**src/rtl/cpu_boot_pkg.sv**
```systemverilog
// rtl/cpu_boot_pkg.sv - shared boot-loader types and constants
package cpu_boot_pkg;

  typedef enum logic [2:0] {
    IDLE,
    HDR0,
    HDR1,
    DATA,
    WRITE,
    CHECK,
    DONE,
    ERROR
  } boot_state_t;

  localparam int BYTES_PER_WORD = 4;
  localparam int DEF_IMEM_DEPTH = 512;

endpackage

```
**src/rtl/imem_loader_byte_packer.sv**
```systemverilog
// rtl/imem_loader_byte_packer.sv - little-endian byte-to-word lane packer
module byte_packer
  import cpu_boot_pkg::*;
(
  input  logic                          clk,
  input  logic                          srst,
  input  logic                          clr,
  input  logic                          byte_valid,
  input  logic [7:0]                    byte_data,
  output logic [BYTES_PER_WORD*8-1:0]   word,
  output logic                          word_valid
);

  localparam int IDX_W = $clog2(BYTES_PER_WORD);

  logic [IDX_W-1:0]            r_byte_idx;
  logic [BYTES_PER_WORD*8-1:0] r_word;

  // Drop each accepted byte into its lane; the index wraps naturally after the last lane.
  always_ff @(posedge clk) begin
    if (srst || clr) begin
      r_byte_idx <= '0;
      r_word     <= '0;
    end else if (byte_valid) begin
      r_word[r_byte_idx*8 +: 8] <= byte_data;
      r_byte_idx                <= r_byte_idx + IDX_W'(1);
    end
  end

  assign word       = r_word;
  assign word_valid = byte_valid && (r_byte_idx == IDX_W'(BYTES_PER_WORD - 1));

endmodule

```
**src/rtl/imem_loader.sv**
```systemverilog
// rtl/imem_loader.sv - boot loader streaming a word image into instruction memory (optional IMEM_LOADER_CHECKSUM_EN)
module imem_loader
  import cpu_boot_pkg::*;
#(
  parameter int DATA_W     = 32,
  parameter int IMEM_DEPTH = DEF_IMEM_DEPTH,
  parameter int CNT_W      = 16
) (
  input  logic              clk,
  input  logic              srst,
  input  logic              start,
  input  logic [7:0]        in_data,
  input  logic              in_valid,
  output logic              in_ready,
  output logic [31:0]       addr_ext,
  output logic              wen_ext,
  output logic              ren_ext,
  output logic [DATA_W-1:0] wdata_ext,
  output logic              cpu_enable,
  output logic              busy,
  output logic              done,
  output logic              error
);

  localparam int WI_W = $clog2(IMEM_DEPTH) + 1;

  boot_state_t                 r_state;
  boot_state_t                 w_next;
  logic [CNT_W-1:0]            r_count;
  logic [WI_W-1:0]             r_word_idx;
  logic                        w_xfer;
  logic                        w_clr;
  logic                        w_pk_valid;
  logic                        w_word_valid;
  logic [BYTES_PER_WORD*8-1:0] w_word;
  logic [CNT_W-1:0]            w_cnt_full;
  logic                        w_oversize;
  logic                        w_last;
`ifdef IMEM_LOADER_CHECKSUM_EN
  logic [7:0]                  r_csum;
`endif

  // in_ready depends on state alone so the transfer term never loops back through the FSM.
`ifdef IMEM_LOADER_CHECKSUM_EN
  assign in_ready = (r_state == HDR0) || (r_state == HDR1) ||
                    (r_state == DATA) || (r_state == CHECK);
`else
  assign in_ready = (r_state == HDR0) || (r_state == HDR1) || (r_state == DATA);
`endif

  assign w_xfer     = in_valid && in_ready;
  assign w_cnt_full = CNT_W'({in_data, r_count[7:0]});
  assign w_oversize = 32'(w_cnt_full) > 32'(IMEM_DEPTH);
  assign w_last     = (CNT_W'(r_word_idx) + CNT_W'(1)) == r_count;
  assign ren_ext    = 1'b0;

  byte_packer u_packer (
    .clk        (clk),
    .srst       (srst),
    .clr        (w_clr),
    .byte_valid (w_pk_valid),
    .byte_data  (in_data),
    .word       (w_word),
    .word_valid (w_word_valid)
  );

  // State register.
  always_ff @(posedge clk) begin
    if (srst) begin
      r_state <= IDLE;
    end else begin
      r_state <= w_next;
    end
  end

  // Next-state decode plus all state-driven outputs.
  always_comb begin
    w_next     = r_state;
    w_clr      = 1'b0;
    w_pk_valid = 1'b0;
    wen_ext    = 1'b0;
    addr_ext   = '0;
    wdata_ext  = '0;
    busy       = 1'b0;
    done       = 1'b0;
    error      = 1'b0;
    cpu_enable = 1'b0;
    case (r_state)
      IDLE: begin
        if (start) begin
          w_next = HDR0;
          w_clr  = 1'b1;
        end
      end
      HDR0: begin
        busy = 1'b1;
        if (w_xfer) w_next = HDR1;
      end
      HDR1: begin
        busy = 1'b1;
        if (w_xfer) begin
          if (w_cnt_full == '0) begin
`ifdef IMEM_LOADER_CHECKSUM_EN
            w_next = CHECK;
`else
            w_next = DONE;
`endif
          end else if (w_oversize) begin
            w_next = ERROR;
          end else begin
            w_next = DATA;
          end
        end
      end
      DATA: begin
        busy       = 1'b1;
        w_pk_valid = in_valid;
        if (w_word_valid) w_next = WRITE;
      end
      WRITE: begin
        busy      = 1'b1;
        wen_ext   = 1'b1;
        addr_ext  = 32'({r_word_idx, 2'b00});
        wdata_ext = DATA_W'(w_word);
        if (w_last) begin
`ifdef IMEM_LOADER_CHECKSUM_EN
          w_next = CHECK;
`else
          w_next = DONE;
`endif
        end else begin
          w_next = DATA;
        end
      end
`ifdef IMEM_LOADER_CHECKSUM_EN
      CHECK: begin
        busy = 1'b1;
        if (w_xfer) w_next = (in_data == r_csum) ? DONE : ERROR;
      end
`endif
      DONE: begin
        done       = 1'b1;
        cpu_enable = 1'b1;
        if (start) begin
          w_next = HDR0;
          w_clr  = 1'b1;
        end
      end
      ERROR: begin
        error = 1'b1;
        if (start) begin
          w_next = HDR0;
          w_clr  = 1'b1;
        end
      end
      default: w_next = IDLE;
    endcase
  end

  // Header count capture and word index advance.
  always_ff @(posedge clk) begin
    if (srst) begin
      r_count    <= '0;
      r_word_idx <= '0;
    end else begin
      if (w_clr) begin
        r_count    <= '0;
        r_word_idx <= '0;
      end
      if (r_state == HDR0 && w_xfer) r_count[7:0] <= in_data;
      if (r_state == HDR1 && w_xfer) r_count      <= w_cnt_full;
      if (r_state == WRITE)          r_word_idx   <= r_word_idx + WI_W'(1);
    end
  end

`ifdef IMEM_LOADER_CHECKSUM_EN
  // Running XOR over payload bytes only; the header never enters it.
  always_ff @(posedge clk) begin
    if (srst || w_clr) begin
      r_csum <= '0;
    end else if (r_state == DATA && w_xfer) begin
      r_csum <= r_csum ^ in_data;
    end
  end
`endif

endmodule

```
**config.mk**
```make
export PLATFORM = sky130hd
export DESIGN_NAME = imem_loader
export DESIGN_NICKNAME = d
export VERILOG_FILES = /design/src/rtl/cpu_boot_pkg.sv /design/src/rtl/imem_loader_byte_packer.sv /design/src/rtl/imem_loader.sv
export SDC_FILE = /design/constraint.sdc
export NUM_CORES = 1
export LEC_CHECK = 0
export BUFFER_PORTS_ARGS = -buffer_cell sky130_fd_sc_hd__buf_2
export CAP_MARGIN = 20
export CORE_ASPECT_RATIO = 1.4
export CORE_MARGIN = 3
export CORE_UTILIZATION = 50
export CTS_BUF_LIST = sky130_fd_sc_hd__clkbuf_2 sky130_fd_sc_hd__clkbuf_4 sky130_fd_sc_hd__clkbuf_8
export CTS_CLUSTER_DIAMETER = 200
export DETAILED_ROUTE_END_ITERATION = 6
export PLACE_DENSITY = 0.81
export SLEW_MARGIN = 25
export SYNTH_ARGS = -nofsm -noshare
export SYNTH_HDL_FRONTEND = slang
export SYNTH_SLANG_ARGS = --single-unit
```
**constraint.sdc**
```tcl
create_clock -name clk -period 6.7 [get_ports clk]
set_input_delay 1.34 -clock clk [delete_from_list [all_inputs] [get_ports clk]]
set_output_delay 1.34 -clock clk [all_outputs]
set_load 0.02 [all_outputs]
```
Word level (Yosys, flattened, before mapping)
Index checks and enable logic that the tools add are counted.

Latch bits: 0. RAM bits: 0. Memory bits (read-only): 0. Memories: 0. Bits in registers: 63. Input bits: 12. Output and inout port bits: 71.

Divide/modulo/power cells: 0. Magnitude comparators: 1. Shift-type cells: 2. Multiplexer cells: 23. $add $sub $neg: 4. Reduce and logical (&&, ||, !) cells: 16. $mul: 0. Equal/unequal tests: 12. Bitwise logic cells: 1.

Operator list (count): 5-bit negator with 34-bit output (1); 8-bit by 34-bit variable shift with 32-bit output, first input constant (1); 8-bit by 34-bit variable part select with 32-bit output (1); 32-bit bitwise mux (1); 16-bit two-way mux (2); 32-bit two-way mux (1); 3-bit two-way mux (7); 10-bit two-way mux (2); 11-bit by 16-bit equality test with 1-bit output (1); 16-bit by 10-bit > comparator with 1-bit output, second input constant (1); 16-bit zero test (1); 3-bit one-hot mux with 5 select lines (1); 12-bit two-way mux (1); 10-bit by 1-bit adder with 11-bit output, second input constant (1); 10-bit by 1-bit adder with 10-bit output, second input constant (1); 3-bit equality test, second input constant (3); 8-bit two-way mux (1); 1-bit two-way mux (7); 3-bit by 2-bit equality test with 1-bit output, second input constant (2); 2-bit nonzero test (3); 1-bit logical AND (4); 2-bit by 1-bit != test with 1-bit output, second input constant (2); 2-bit != test, second input constant (2); 4-bit AND reduction (1); 9 further kinds (11).

Longest topological paths before layout
Gate-level depths: netlist of run 1.

Depth in word-level cells: 7. Mapped depth: 8.

By module
A second synthesis of run 1 with hierarchy kept.

Cell total of the unflattened synthesis: 457. Area total of the unflattened synthesis: 3684.8 sq um.

By module, submodules not included: imem_loader (cells each 317, times used 1, sequential area each 580.6 sq um, area each 2338.5 sq um); byte_packer (cells each 140, times used 1, sequential area each 680.7 sq um, area each 1346.3 sq um).

Worst setup path after synthesis of run 1
No wires, ideal clock.

Path type: input -> register. Start: input port in_valid. End: register u_packer.r_word[10], in the netlist u_packer.word[10]. Data required time: 6.634 ns. Arrival time: 2.687 ns. Path slack: 3.947 ns. Buffers on the path: 1. Cell stages on the path: 7. Cell sequence: nor2b_1 > and3_1 > buf_2 > nand2_1 > nor4_2 > a22oi_1 > nor2_1.

Word-level cells in the longest chain between the ends: 1.

RTL lines: start: declaration (line imem_loader.sv:13) `input logic in_valid,`; 1-bit two-way mux (line imem_loader.sv:88) `case (r_state)`; end signal: indexed assignment (line imem_loader_byte_packer.sv:25) `r_word[r_byte_idx*8 +: 8] <= byte_data;`; end: declaration (line imem_loader_byte_packer.sv:17) `logic [BYTES_PER_WORD*8-1:0] r_word;`.

Every way passes these cells. A chain may end at the register's enable or synchronous reset.

Final worst setup path of run 1
Start: register r_state[1]. End: output port wdata_ext[12].

Word-level cells in the longest chain between the ends: 2.

RTL lines: start: declaration (line imem_loader.sv:27) `boot_state_t r_state;`; start signal: assignment (line imem_loader.sv:72) `r_state <= w_next;`; 3-bit equality test (line imem_loader.sv:88); 32-bit two-way mux (line imem_loader.sv:88); end: declaration (line imem_loader.sv:18) `output logic [DATA_W-1:0] wdata_ext,`.

Every way passes these cells.

==> results of run 1 <==
worst min-delay path, cell delays in order, from the launching register on:
cell and delay, ns:
dfxtp_1 0.31, nand2_1 0.05, a21oi_1 0.05
how the worst max path moves through the flow:
stage,end,slack (ns),startpoint,depth (start not counted)
finish,wdata_ext[12],3.10,r_state[1],6
detailed placement,u_packer.word[11],3.36,in_valid,7
floorplan,u_packer.word[10],3.95,in_valid,7
CTS,wdata_ext[12],3.09,r_state[1],6
global placement,wdata_ext[28],3.52,r_state[1],6
global route,wdata_ext[31],2.90,r_state[0],6
per-stage QoR:
stage,total power [mW],instance area [µm²],cells,hold WS [ns]
global route,0.952,3950,589,0.475
detailed placement,0.541,3720,573,0.443
finish,0.915,3950,589,0.453
CTS,0.917,3950,589,0.454
floorplan,0.521,3620,472,0.427
global placement,0.538,3720,573,0.434
cell usage in the layout (no fill, tap or decap), drive strengths merged, types with 3 or more instances in the layout:
cell type / instances
nand3: 31
nand2: 43
o21ai: 14
nor2: 52
or3: 3
xnor2: 13
and2: 45
ha: 6
conb: 23
a22oi: 25
nor4: 4
clkbuf: 9
nor2b: 3
and3: 6
buf: 60
nor3: 12
inv: 9
nand3b: 3
nand2b: 3
dfxtp: 63
a21oi: 37
power breakdown:
| group | switching, mW | total (mW) | leakage, nW | internal (mW) |
|---|---|---|---|---|
| combinational | 0.0912 | 0.133 | 0.984 | 0.0418 |
| clock | 0.166 | 0.380 | 0.115 | 0.215 |
| sequential | 0.0177 | 0.401 | 0.509 | 0.384 |
| total | 0.274 | 0.915 | 1.61 | 0.640 |
layout make-up:
cell class / count / area (µm²) / area share
multi-input combinational: 352 / 2020 / 0.511
inverter: 6 / 22.5 / 0.00571
sequential: 63 / 1260 / 0.319
clock buffer: 9 / 124 / 0.0314
clock inverter: 7 / 104 / 0.0263
timing repair buffer: 60 / 303 / 0.0767
tap: 92 / 115 / 0.0292
registers in the layout (all words and copies together) (netlist names):
| name | flops |
|---|---|
| u_packer.r_byte_idx | 2 |
| r_count | 16 |
| u_packer.word | 32 |
| r_word_idx | 10 |
| r_state | 3 |
logic make-up (layout without fill, tap and decap cells):
family,after synthesis,count (layout),synth area share
and+or+nand+nor,215,215,0.317
AOI/OAI and AO/OA,89,89,0.159
DFF,63,63,0.357
buffers and inverters,57,82,0.0962
xor gates and xnor gates,15,15,0.0372
adders and majority gates,6,6,0.0212
muxes,4,4,0.0120
other,1,23,0.00106
metal layers:
| layer | up-vias | global-route usage |
|---|---|---|
| li1 | 1587 | - |
| met1 | 1536 | 0.245 |
| met2 | 125 | 0.387 |
| met3 | 17 | 0.0342 |
| met4 | 0 | 0.0903 |
| met5 | - | 0 |
==> impl_metrics.toml, run 1 <==
[clock_tree]
cts_hold_buffers = 0
post-cts-setup-buffer-count = 0
worstSkewPairLatency_ns = 0.35
post_cts.resized_instances = 0
cts_tree = "done"
clk_pin_slew_ns = 0.08
tritoncts_num_sinks = 63
ctsLongestPathBuffers = 2
h-tree-depth = 3
cts_buffers = 9
clk_root_buffer_cell = "clkbuf_8"

[hold_path]
whs_path_depth = 2
hp-start = "u_packer.word[1]"
min_to = "u_packer.word[1]"
hp_class = "flip-flop to flip-flop"

[global_routing]
number_of_global_route_vias_before_repair = 3052
overflow = 0
tot_gr_track_use = 0.213
first_pass_grt_wire_length_um = 14200
grt_start_max_net_pins = 52
initial_antenna_violation_count = 0

[sta]
post-route-min-period_ns = 3.60
worst_slack_ns = 3.10
maxSlewViolCount = 0
max_freq_mhz = 278
slew-limit-headroom = 0.355
finalSetupViolations = 0
worst_pin_slew_ns = 0.966
setup_repair_after_global_routing_missed_its_margin = "no"
fraction_of_the_cycle_the_final_worst_path_needs = 0.537
clock_skew_ns = 0.00890
tns_ns = 0
final_hold_viol_count = 0

[placed_design]
port_buffers = 59
gp_routability_congestion = 0.813
place_ws_ns = 3.36
detailedPlacementHpwl_um = 5890

[routing]
viasPerCell = 5.54
drt_pass1_iterations = 5
post_route_m1_wl_um = 3370
top_routing_layer_in_use = "met4"
met2_wirelength_um = 4450
dr_wl_met3_um = 501
drtIter0Drc = 198
avgRoutedWirePerCell_um = 14.4
remaining_antenna_violation_count = 0
detail_route.drc_violations = 0
postRouteWirelength_um = 8460
route.vias.total = 3265

[critical_path]
critical_path.top_delay_family = "simple AND/OR/NAND/NOR gates"
delay_contributed_by_the_slowest_stage_of_the_critical_path_ns = 0.46
critPathSlowestCell = "dfxtp_1"
critical_path_buf_inv_count = 3
crit_type = "flip-flop to primary output"
path_max_fanout = 51
critical_path.startpoint_type = "flip-flop"
rr_endpoint = "r_state[2]"
reg2reg_depth = 8
worst_r2r_start = "r_state[1]"
ff2ff_setup_slack_ns = 3.88
crit_arrival_ns = 2.26
data_required_time_at_the_worst_endpoint_ns = 5.36
endpoint_kind = "primary output"
critical_path.cell_chain = "nor2_1 > nand2_1 > inv_1 > buf_4 > and2_1 > buf_2"

[synthesis]
dominantRegCellSynth = "dfxtp_1"
synth_top_cells_by_area = "dfxtp_1 36%, and2_1 7.8%, buf_4 5.7%"
fraction_of_synthesized_cell_area_taken_by_the_top_area_cell_type = 0.357
synth_edf_count = 0
synth_common_cells = "63 x dfxtp_1, 51 x nor2_1, 44 x and2_1"
ys.warnings.count = 0
synthCells = 450
synth_sequential_area_ratio = 0.357
post-synth-top-count-cell = "dfxtp_1"
synth.distinct_cells = 53
yosys.area.top_type = "dfxtp_1"
syn_area_um2 = 3540
synthArstFlopShare = 0
avgSynthCellArea_um2 = 7.86
ys_seq_elements = 63

[pwr]
vdd.ir_drop.worst_mv = 0.154
p_leak_nw = 1.61
p_per_area_nw_per_um2 = 232

[floorplan]
floorplan.initialDensity = 0.524
row_count = 35
chipWidth_um = 77.1
io_pins = 83
die_height_um = 106
fp.dieArea_um2 = 8130
core_area_um2 = 6740

[layout]
final_net_count = 510
fillerInstances = 656
final_layout_size_suffix_gt1_frac = 0.179
postLayoutCoreUtil = 0.585
area_growth_syn_to_layout_pct = 11.6
n_antenna_cell = 0

[status]
status = "finished, final reports clean"

[job]
max_cap_violations = 0
Note: power is estimated with default switching activity, not from simulation.
==> run 2, diff against run 1 <==
--- a/config.mk
+++ b/config.mk
@@ -13,7 +13,7 @@
 export CTS_BUF_LIST = sky130_fd_sc_hd__clkbuf_2 sky130_fd_sc_hd__clkbuf_4 sky130_fd_sc_hd__clkbuf_8
 export CTS_CLUSTER_DIAMETER = 200
 export DETAILED_ROUTE_END_ITERATION = 6
-export PLACE_DENSITY = 0.81
+export PLACE_DENSITY = 0.84
 export SLEW_MARGIN = 25
 export SYNTH_ARGS = -nofsm -noshare
 export SYNTH_HDL_FRONTEND = slang
==> constraint.sdc (replaced) <==
create_clock -name clk -period 3.3 [get_ports clk]
set_input_delay 0.66 -clock clk [delete_from_list [all_inputs] [get_ports clk]]
set_output_delay 0.66 -clock clk [all_outputs]
set_load 0.02 [all_outputs]
==> impl_metrics.toml, run 2 (synthesized netlist as in run 1, its figures left out) <==
[sta]
finalSetupViolations = 0
worst_slack_ns = 0.332
maxSlewViolCount = 0
slew-limit-headroom = 0.400
max_freq_mhz = 337
clock_skew_ns = 0.00816
hold_slack_ns = 0.449
fraction_of_the_cycle_the_final_worst_path_needs = 0.899
final_hold_viol_count = 0
worst_pin_slew_ns = 0.893
post-route-min-period_ns = 2.97
setup_repair_after_global_routing_missed_its_margin = "no"
tns_ns = 0

[routing]
viasPerCell = 5.60
route.vias.total = 3312
remaining_antenna_violation_count = 0
avgRoutedWirePerCell_um = 14.8
postRouteWirelength_um = 8760
detail_route.drc_violations = 0
drtIter0Drc = 154
drt_pass1_iterations = 6

[clock_tree]
clk_root_buffer_cell = "clkbuf_8"
cts_tree = "done"
post_cts.resized_instances = 0
cts_buffers = 9
ctsLongestPathBuffers = 2
tritoncts_num_sinks = 63
worstSkewPairLatency_ns = 0.34
clk_pin_slew_ns = 0.07
h-tree-depth = 3
post-cts-setup-buffer-count = 0
cts_hold_buffers = 0

[critical_path]
worst_setup_path_startpoint = "r_state[2]"
delay_contributed_by_the_slowest_stage_of_the_critical_path_ns = 0.64
data_required_time_at_the_worst_endpoint_ns = 2.64
crit_arrival_ns = 2.31
critical_path.startpoint_type = "flip-flop"
endpoint_kind = "primary output"
critical_path.cell_chain = "nand2_1 > inv_1 > buf_4 > and2_1 > buf_2"
path_max_fanout = 50
crit_type = "flip-flop to primary output"
worst_r2r_start = "r_word_idx[0]"
critPathSlowestCell = "dfxtp_1"
reg2reg_depth = 6

[layout]
layout_common_cells = "63 x dfxtp_1, 59 x buf_2, 51 x nor2_1"
area_growth_syn_to_layout_pct = 11.3
final_net_count = 512
layout_commonest_cell = "dfxtp_1"
n_antenna_cell = 0
fillerInstances = 626
largest_reg_flops = 32
final_layout_size_suffix_gt1_frac = 0.180

[global_routing]
grt_start_max_net_pins = 51
first_pass_grt_wire_length_um = 14400
overflow = 0
tot_gr_track_use = 0.216
initial_antenna_violation_count = 0
number_of_global_route_vias_before_repair = 3202

[hold_path]
whs_path_depth = 2
hp_class = "flip-flop to flip-flop"
hp-start = "u_packer.word[5]"

[pwr]
p_per_area_nw_per_um2 = 452
vdd.ir_drop.worst_mv = 0.344
p_leak_nw = 1.60
power_mw = 1.78

[floorplan]
chipWidth_um = 77.1
fp.dieArea_um2 = 8130
die_height_um = 106
row_count = 35
io_pins = 83
core_area_um2 = 6740
floorplan.initialDensity = 0.524

[job]
max_cap_violations = 0

[status]
status = "finished, final reports clean"

[placed_design]
place_ws_ns = 0.557
port_buffers = 59
detailedPlacementHpwl_um = 5940
gp_routability_congestion = 0.824
## run 2: final timing paths
kind         slack (ns)          endpoint
max                0.33      wdata_ext[3]
min                0.45  u_packer.word[5]
max reg2reg        0.56        r_state[2]
min reg2reg        0.45  u_packer.word[5]
## run 2: area by class of cell
type | count | area, µm² | share of cell area
inverters | 6 | 22.5 | 0.00572
multi-input cells | 352 | 2020 | 0.512
flip-flops and latches | 63 | 1260 | 0.320
well taps | 92 | 115 | 0.0292
clock buffers | 11 | 145 | 0.0369
clock inverters | 5 | 57.6 | 0.0146
repair buffers | 62 | 318 | 0.0807
## run 2: power breakdown
part           switching (mW)  total (mW)  internal [mW]
Sequential             0.0354       0.815          0.779
Clock                   0.311       0.687          0.376
Combinational           0.191       0.279         0.0879
## run 2: metrics by stage
stage,utilization,cell area (µm²),std cells
floorplan,-,3620,472
global placement,0.554,3730,575
detailed placement,0.554,3730,575
CTS,0.584,3940,591
global route,0.584,3940,591
finish,0.584,3940,591
## run 2: critical path: cells and delay by family (launching register included)
kind | cells | cell delay [ns]
flops | 1 | 0.64
buf+inv | 3 | 0.72
simple gates | 2 | 0.58
## run 2: metal layers
layer | up-vias | global-route usage | part of all wire
li1 | 1587 | - | -
met1 | 1522 | 0.240 | 0.39
met2 | 173 | 0.383 | 0.51
met3 | 30 | 0.0427 | 0.075
met4 | 0 | 0.116 | 0.032
met5 | - | 0 | 0
